==> src/rtl/uart_tx_arbiter.sv <==
// uart_tx_arbiter: shares one UART transmit pin between NREQ byte-stream
// requesters. Requesters are served round-robin. A requester that has not
// flagged the last byte of its packet keeps the line for up to MAX_BURST
// bytes, so its frames go out back to back.
// The same module holds the bit-timing counter and the serializer that drive
// the tx pin.
// Optional feature: define UART_TX_ARB_PARITY_EN to add an even-parity bit
// between the data bits and the stop bit, which gives 11-bit frames.
// Without the macro the frames are plain 8N1 (10 bits).

module uart_tx_arbiter #(
   parameter int FREQ      = 12000000,
   parameter int BAUD      = 9600,
   parameter int NREQ      = 4,
   parameter int MAX_BURST = 4
) (
   input  logic                clk,
   input  logic                nrst,
   input  logic [NREQ-1:0]     req_valid,
   input  logic [8*NREQ-1:0]   req_data,
   input  logic [NREQ-1:0]     req_last,
   output logic [NREQ-1:0]     req_ready,
   output logic                tx,
   output logic                busy,
   output logic [2:0]          grant_id
);

   localparam int LIM = FREQ / BAUD;
   localparam int CW  = ($clog2(LIM) > 11) ? $clog2(LIM) : 11;

   typedef enum logic [2:0] {
      IDLE,
      START,
      DATA,
      STOP,
      HOLD
`ifdef UART_TX_ARB_PARITY_EN
      , PARITY
`endif
   } state_t;

   state_t          state_reg;
   logic            tx_reg;
   logic            busy_reg;
   logic [2:0]      grant_reg;
   logic [2:0]      ptr_reg;
   logic [4:0]      burst_reg;
   logic            lock_reg;
   logic [CW-1:0]   cnt_reg;
   logic [2:0]      bit_reg;
   logic [7:0]      data_reg;

   // Requester signals padded to 8 slots so a 3-bit index always fits
   logic [7:0]      valid_pad;
   logic [7:0]      last_pad;
   logic [7:0]      byte_pad [8];

   logic            win_found;
   logic [2:0]      win_idx;
   logic [3:0]      idx_sum;
   logic [2:0]      cand;
   logic [2:0]      ptr_next;
   logic            take;
   logic [2:0]      take_idx;
   logic            cnt_last;

   genvar gi;
   generate
      for (gi = 0; gi < 8; gi++) begin : g_pad
         if (gi < NREQ) begin : g_real
            assign valid_pad[gi] = req_valid[gi];
            assign last_pad[gi]  = req_last[gi];
            assign byte_pad[gi]  = req_data[8*gi+7:8*gi];
         end else begin : g_none
            assign valid_pad[gi] = 1'b0;
            assign last_pad[gi]  = 1'b0;
            assign byte_pad[gi]  = 8'h00;
         end
      end
   endgenerate

   // Round-robin search: the loop runs from the farthest offset to offset 0,
   // so the last hit written is the one nearest to ptr
   always_comb begin
      win_found = 1'b0;
      win_idx   = 3'd0;
      idx_sum   = 4'd0;
      cand      = 3'd0;
      for (int k = NREQ - 1; k >= 0; k--) begin
         idx_sum = {1'b0, ptr_reg} + 4'(k);
         if (idx_sum >= 4'(NREQ)) begin
            idx_sum = idx_sum - 4'(NREQ);
         end
         cand = idx_sum[2:0];
         if (valid_pad[cand]) begin
            win_found = 1'b1;
            win_idx   = cand;
         end
      end
   end

   // Handshake selection: open arbitration in IDLE; in HOLD only the locked owner may send
   always_comb begin
      take     = 1'b0;
      take_idx = grant_reg;
      ptr_next = (win_idx == 3'(NREQ - 1)) ? 3'd0 : win_idx + 3'd1;
      if (state_reg == IDLE) begin
         take     = win_found;
         take_idx = win_idx;
      end else if (state_reg == HOLD) begin
         take     = valid_pad[grant_reg];
      end
   end

   generate
      for (gi = 0; gi < NREQ; gi++) begin : g_ready
         assign req_ready[gi] = take && (take_idx == 3'(gi));
      end
   endgenerate

   assign cnt_last = (cnt_reg == CW'(LIM - 1));

   // Arbitration, bit timing and serialization in one registered FSM
   always_ff @(posedge clk) begin
      if (!nrst) begin
         state_reg <= IDLE;
         tx_reg    <= 1'b1;
         busy_reg  <= 1'b0;
         grant_reg <= 3'd0;
         ptr_reg   <= 3'd0;
         burst_reg <= 5'd0;
         lock_reg  <= 1'b0;
         cnt_reg   <= '0;
         bit_reg   <= 3'd0;
         data_reg  <= 8'h00;
      end else begin
         case (state_reg)
            IDLE: begin
               cnt_reg <= '0;
               if (take) begin
                  data_reg  <= byte_pad[take_idx];
                  grant_reg <= take_idx;
                  ptr_reg   <= ptr_next;
                  burst_reg <= 5'd1;
                  lock_reg  <= ~last_pad[take_idx];
                  busy_reg  <= 1'b1;
                  tx_reg    <= 1'b0;
                  state_reg <= START;
               end
            end
            START: begin
               if (cnt_last) begin
                  cnt_reg   <= '0;
                  bit_reg   <= 3'd0;
                  tx_reg    <= data_reg[0];
                  state_reg <= DATA;
               end else begin
                  cnt_reg <= cnt_reg + 1'b1;
               end
            end
            DATA: begin
               if (cnt_last) begin
                  cnt_reg <= '0;
                  if (bit_reg == 3'd7) begin
`ifdef UART_TX_ARB_PARITY_EN
                     tx_reg    <= ^data_reg;
                     state_reg <= PARITY;
`else
                     tx_reg    <= 1'b1;
                     state_reg <= STOP;
`endif
                  end else begin
                     bit_reg <= bit_reg + 3'd1;
                     tx_reg  <= data_reg[bit_reg + 3'd1];
                  end
               end else begin
                  cnt_reg <= cnt_reg + 1'b1;
               end
            end
`ifdef UART_TX_ARB_PARITY_EN
            PARITY: begin
               if (cnt_last) begin
                  cnt_reg   <= '0;
                  tx_reg    <= 1'b1;
                  state_reg <= STOP;
               end else begin
                  cnt_reg <= cnt_reg + 1'b1;
               end
            end
`endif
            STOP: begin
               if (cnt_last) begin
                  cnt_reg <= '0;
                  if (lock_reg && (burst_reg < 5'(MAX_BURST))) begin
                     state_reg <= HOLD;
                  end else begin
                     lock_reg  <= 1'b0;
                     busy_reg  <= 1'b0;
                     state_reg <= IDLE;
                  end
               end else begin
                  cnt_reg <= cnt_reg + 1'b1;
               end
            end
            HOLD: begin
               if (take) begin
                  data_reg  <= byte_pad[grant_reg];
                  burst_reg <= burst_reg + 5'd1;
                  lock_reg  <= ~last_pad[grant_reg];
                  tx_reg    <= 1'b0;
                  cnt_reg   <= '0;
                  state_reg <= START;
               end else if (cnt_last) begin
                  cnt_reg   <= '0;
                  lock_reg  <= 1'b0;
                  busy_reg  <= 1'b0;
                  state_reg <= IDLE;
               end else begin
                  cnt_reg <= cnt_reg + 1'b1;
               end
            end
            default: begin
               state_reg <= IDLE;
            end
         endcase
      end
   end

   assign tx       = tx_reg;
   assign busy     = busy_reg;
   assign grant_id = grant_reg;

endmodule

==> config.mk <==
export PLATFORM = sky130hd
export DESIGN_NAME = uart_tx_arbiter
export DESIGN_NICKNAME = d
export VERILOG_FILES = /design/src/rtl/uart_tx_arbiter.sv
export SDC_FILE = /design/constraint.sdc
export NUM_CORES = 1
export LEC_CHECK = 0
export CORE_AREA = 2 2 98 53
export DETAILED_ROUTE_END_ITERATION = 8
export DIE_AREA = 0 0 100 55
export DONT_BUFFER_PORTS = 1
export PLACE_DENSITY_LB_ADDON = 0.05
export SETUP_SLACK_MARGIN = 0.15
export SYNTH_ARGS = -nofsm -noshare
export SYNTH_HDL_FRONTEND = slang
export SYNTH_SLANG_ARGS = --single-unit
==> constraint.sdc <==
create_clock -name clk -period 7.8 [get_ports clk]
set_input_delay 0.78 -clock clk [delete_from_list [all_inputs] [get_ports clk]]
set_output_delay 0.78 -clock clk [all_outputs]
set_load 0.005 [all_outputs]
==> metrics.cfg <==
[run_status]
status = completed

[sta]
max_freq_ghz = 0.237
finalHoldViolCount = 0
setup_ws_ns = 3.58
finalClockSkew_ns = 0.00407
tns_ns = 0
fin_crit_sh_pct = 54.1
drv_slew = 0
period_minus_slack_ns = 4.22
relSlewSlack_pct = 36.7
finalSetupViolations = 0
worst_pin_slew_ns = 0.942
rsz0062_at_grt = false

[logic_synthesis]
synthAdderAreaFrac_pct = 3.43
synth_warnings = 0
synth_most_common_cell = dfxtp_1
synthesis.area_um2 = 2920
syn_area_per_cell_um2 = 8.71
yosys.area.top_type = dfxtp_1
syn-instance-count = 335
synthesis.nets = 385
synthMuxAreaShare_pct = 20.2
synth-simple-area-share_pct = 22.7
ys_ff_latch = 39
synthFlopType = dfxtp_1
ys_seq_area_share_pct = 26.7
yosysUniqueCellTypes = 62
synthArstFlopShare_pct = 0
synthXorXnorAreaFrac_pct = 1.50
synth_top_family_by_area = simple AND/OR/NAND/NOR gates
synth_area_leaders = dfxtp_1 27%, mux4_2 10%, mux2_2 4.6%
synthTopCellsByCount = 39 x dfxtp_1, 35 x nor2_1, 26 x a21oi_1, 25 x o21ai_0, 23 x nand2_1
yosysTopAreaCellShare_pct = 26.7
synth_edf_count = 0
synth-compound-area-share_pct = 21.2

[worst_setup_path]
crit_fanout = 16
crit_type = reg -> out
ff2ff_path_depth = 9
crit_path_start_kind = flop
r2r_start = ptr_reg[0]$_SDFFE_PN0P_
crit_required_ns = 7.02
r2r-end = data_reg[5]$_SDFFE_PN0P_
regToRegSetupSlack_ns = 4.20
worstPathArrival_ns = 3.44
cp-startpoint = ptr_reg[0]$_SDFFE_PN0P_
critPathCapture = req_ready[3]
cp-end-kind = output port

[route]
wl_um = 7240
wl_per_cell_um = 18.8
drt_pass1_iterations = 5
drt_iter0_drc = 148
antenna_left = 0
drc_errors = 0
vias = 2597
vias_per_cell = 6.75

[global_routing]
grtUsageTotal_pct = 27.3
antenna_found_initial = 0
grt_max_degree = 25
overflow = 0
grt_pass1_wl_um = 11500
grt_pass1_vias = 2259

[final_layout]
nFillCells = 397
final_cells = 385
drive_gt1_share_pct = 14.2
synthToLayoutAreaGrowth_pct = 3.47
final_net_count = 374
largest_reg_flops = 11
insertedDiodeCount = 0
utilization_pct = 64.5
fin_area_um2 = 3020

[floorplan]
die_w_um = 100
die_height_um = 55
initial_core_util_pct = 62.3
io_pins = 51
die-area_um2 = 5500
rows = 18
core_um2 = 4680

[placed_design]
port_buffers = 0
placed_cells = 377
dp_hpwl_um = 5500
place.gp.congestion = 0.947
dpl-instance-area_um2 = 2910
pre_cts_ws_ns = 3.93

[pwr]
power_density_nw_per_um2 = 358
leakage_nw = 1.09
peakVddDrop_v = 0.000171

[clock_network]
cts_made_buffers = 5
cts_tree = yes
clk_path_buf_depth = 2
cts_setup_buffers = 0
path_clk_slew_ns = 0.08
clock_latency_ns = 0.29
clock_sinks = 39
post_cts_resized = 0
ctsHtreeMaxLevel = 2
ctsHoldBuffers = 0
clockRootBuffer = clkbuf_8

[flow_run]
cap_violations = 0

[worst_hold_path]
hold_class = reg -> reg

[how the worst min path moves through the flow]
stage	from	to	slack, ns	cells after the start
final	burst_reg[1]$_SDFFE_PN0P_	burst_reg[1]$_SDFFE_PN0P_	0.50	2
after global routing	burst_reg[1]$_SDFFE_PN0P_	burst_reg[1]$_SDFFE_PN0P_	0.52	2
after CTS	burst_reg[1]$_SDFFE_PN0P_	burst_reg[1]$_SDFFE_PN0P_	0.50	2
after detailed placement	burst_reg[1]$_SDFFE_PN0P_	burst_reg[1]$_SDFFE_PN0P_	0.49	2
after global placement	burst_reg[1]$_SDFFE_PN0P_	burst_reg[1]$_SDFFE_PN0P_	0.49	2
after floorplan	burst_reg[1]$_SDFFE_PN0P_	burst_reg[1]$_SDFFE_PN0P_	0.47	2
[power by group]
part | internal, mW | total [mW] | leakage (nW) | switching [mW]
clock | 0.0953 | 0.172 | 0.0581 | 0.0763
sequential | 0.238 | 0.307 | 0.319 | 0.0693
combinational | 0.281 | 0.602 | 0.713 | 0.321
total | 0.614 | 1.08 | 1.09 | 0.467
[logic make-up after synthesis]
kind of cell | after synthesis
AO/OA/AOI/OAI | 92
AND/OR/NAND/NOR | 125
multiplexers | 39
buffers and inverters | 27
XOR/XNOR | 5
flip-flops | 39
adder cells (fa/ha/maj) | 8
[per-stage QoR]
| step | hold slack (ns) | total power, mW |
|---|---|---|
| 4_1_cts | 0.501 | 1.08 |
| 3_3_place_gp | 0.486 | 0.902 |
| 5_1_grt | 0.518 | 1.17 |
| 6_report | 0.500 | 1.08 |
| 2_1_floorplan | 0.465 | 0.824 |
| 3_5_place_dp | 0.487 | 0.907 |
[per-layer routing]
layer  up-vias  global-route usage [%]  share of wire [%]
met5         -                       0                  0
met4         0                    4.57               0.21
met3         2                    6.03                8.8
met2       113                    39.3                 42
met1      1233                    41.9                 49
li1       1249                       -                  -
[area by class of cell]
type	instances	area [um2]	share of cell area (%)
multi-input cells	269	2010	66.7
flip-flops and latches	39	781	25.8
well taps	60	75.1	2.49
clock buffers	5	68.8	2.28
clock inverters	3	43.8	1.45
inverters	8	30.0	0.994
repair buffers	1	7.51	0.249
[cells in the final DEF, fill, tap and decap left out, types with 5 or more instances in the layout]
cell type,n
clkbuf_8,5
and3_1,10
mux4_2,13
nor3_1,5
o21ai_0,25
nand4_1,5
nor2_1,35
a21oi_1,26
mux2_2,12
nor2b_1,5
nand2_1,23
xor2_1,5
a221oi_1,10
nand3_1,8
or2_0,7
mux2i_1,12
ha_1,8
nor3b_1,10
dfxtp_1,39
inv_1,7
[critical path: stages (launching register included)]
cell and delay, ns:
dfxtp_1 0.60, clkinv_1 0.33, ha_1 0.45, mux4_2 0.32, and2_4 0.19, o41a_1 0.53
or2_1 0.44, and3_1 0.28
No activity file was read; power rests on OpenSTA's default activity.
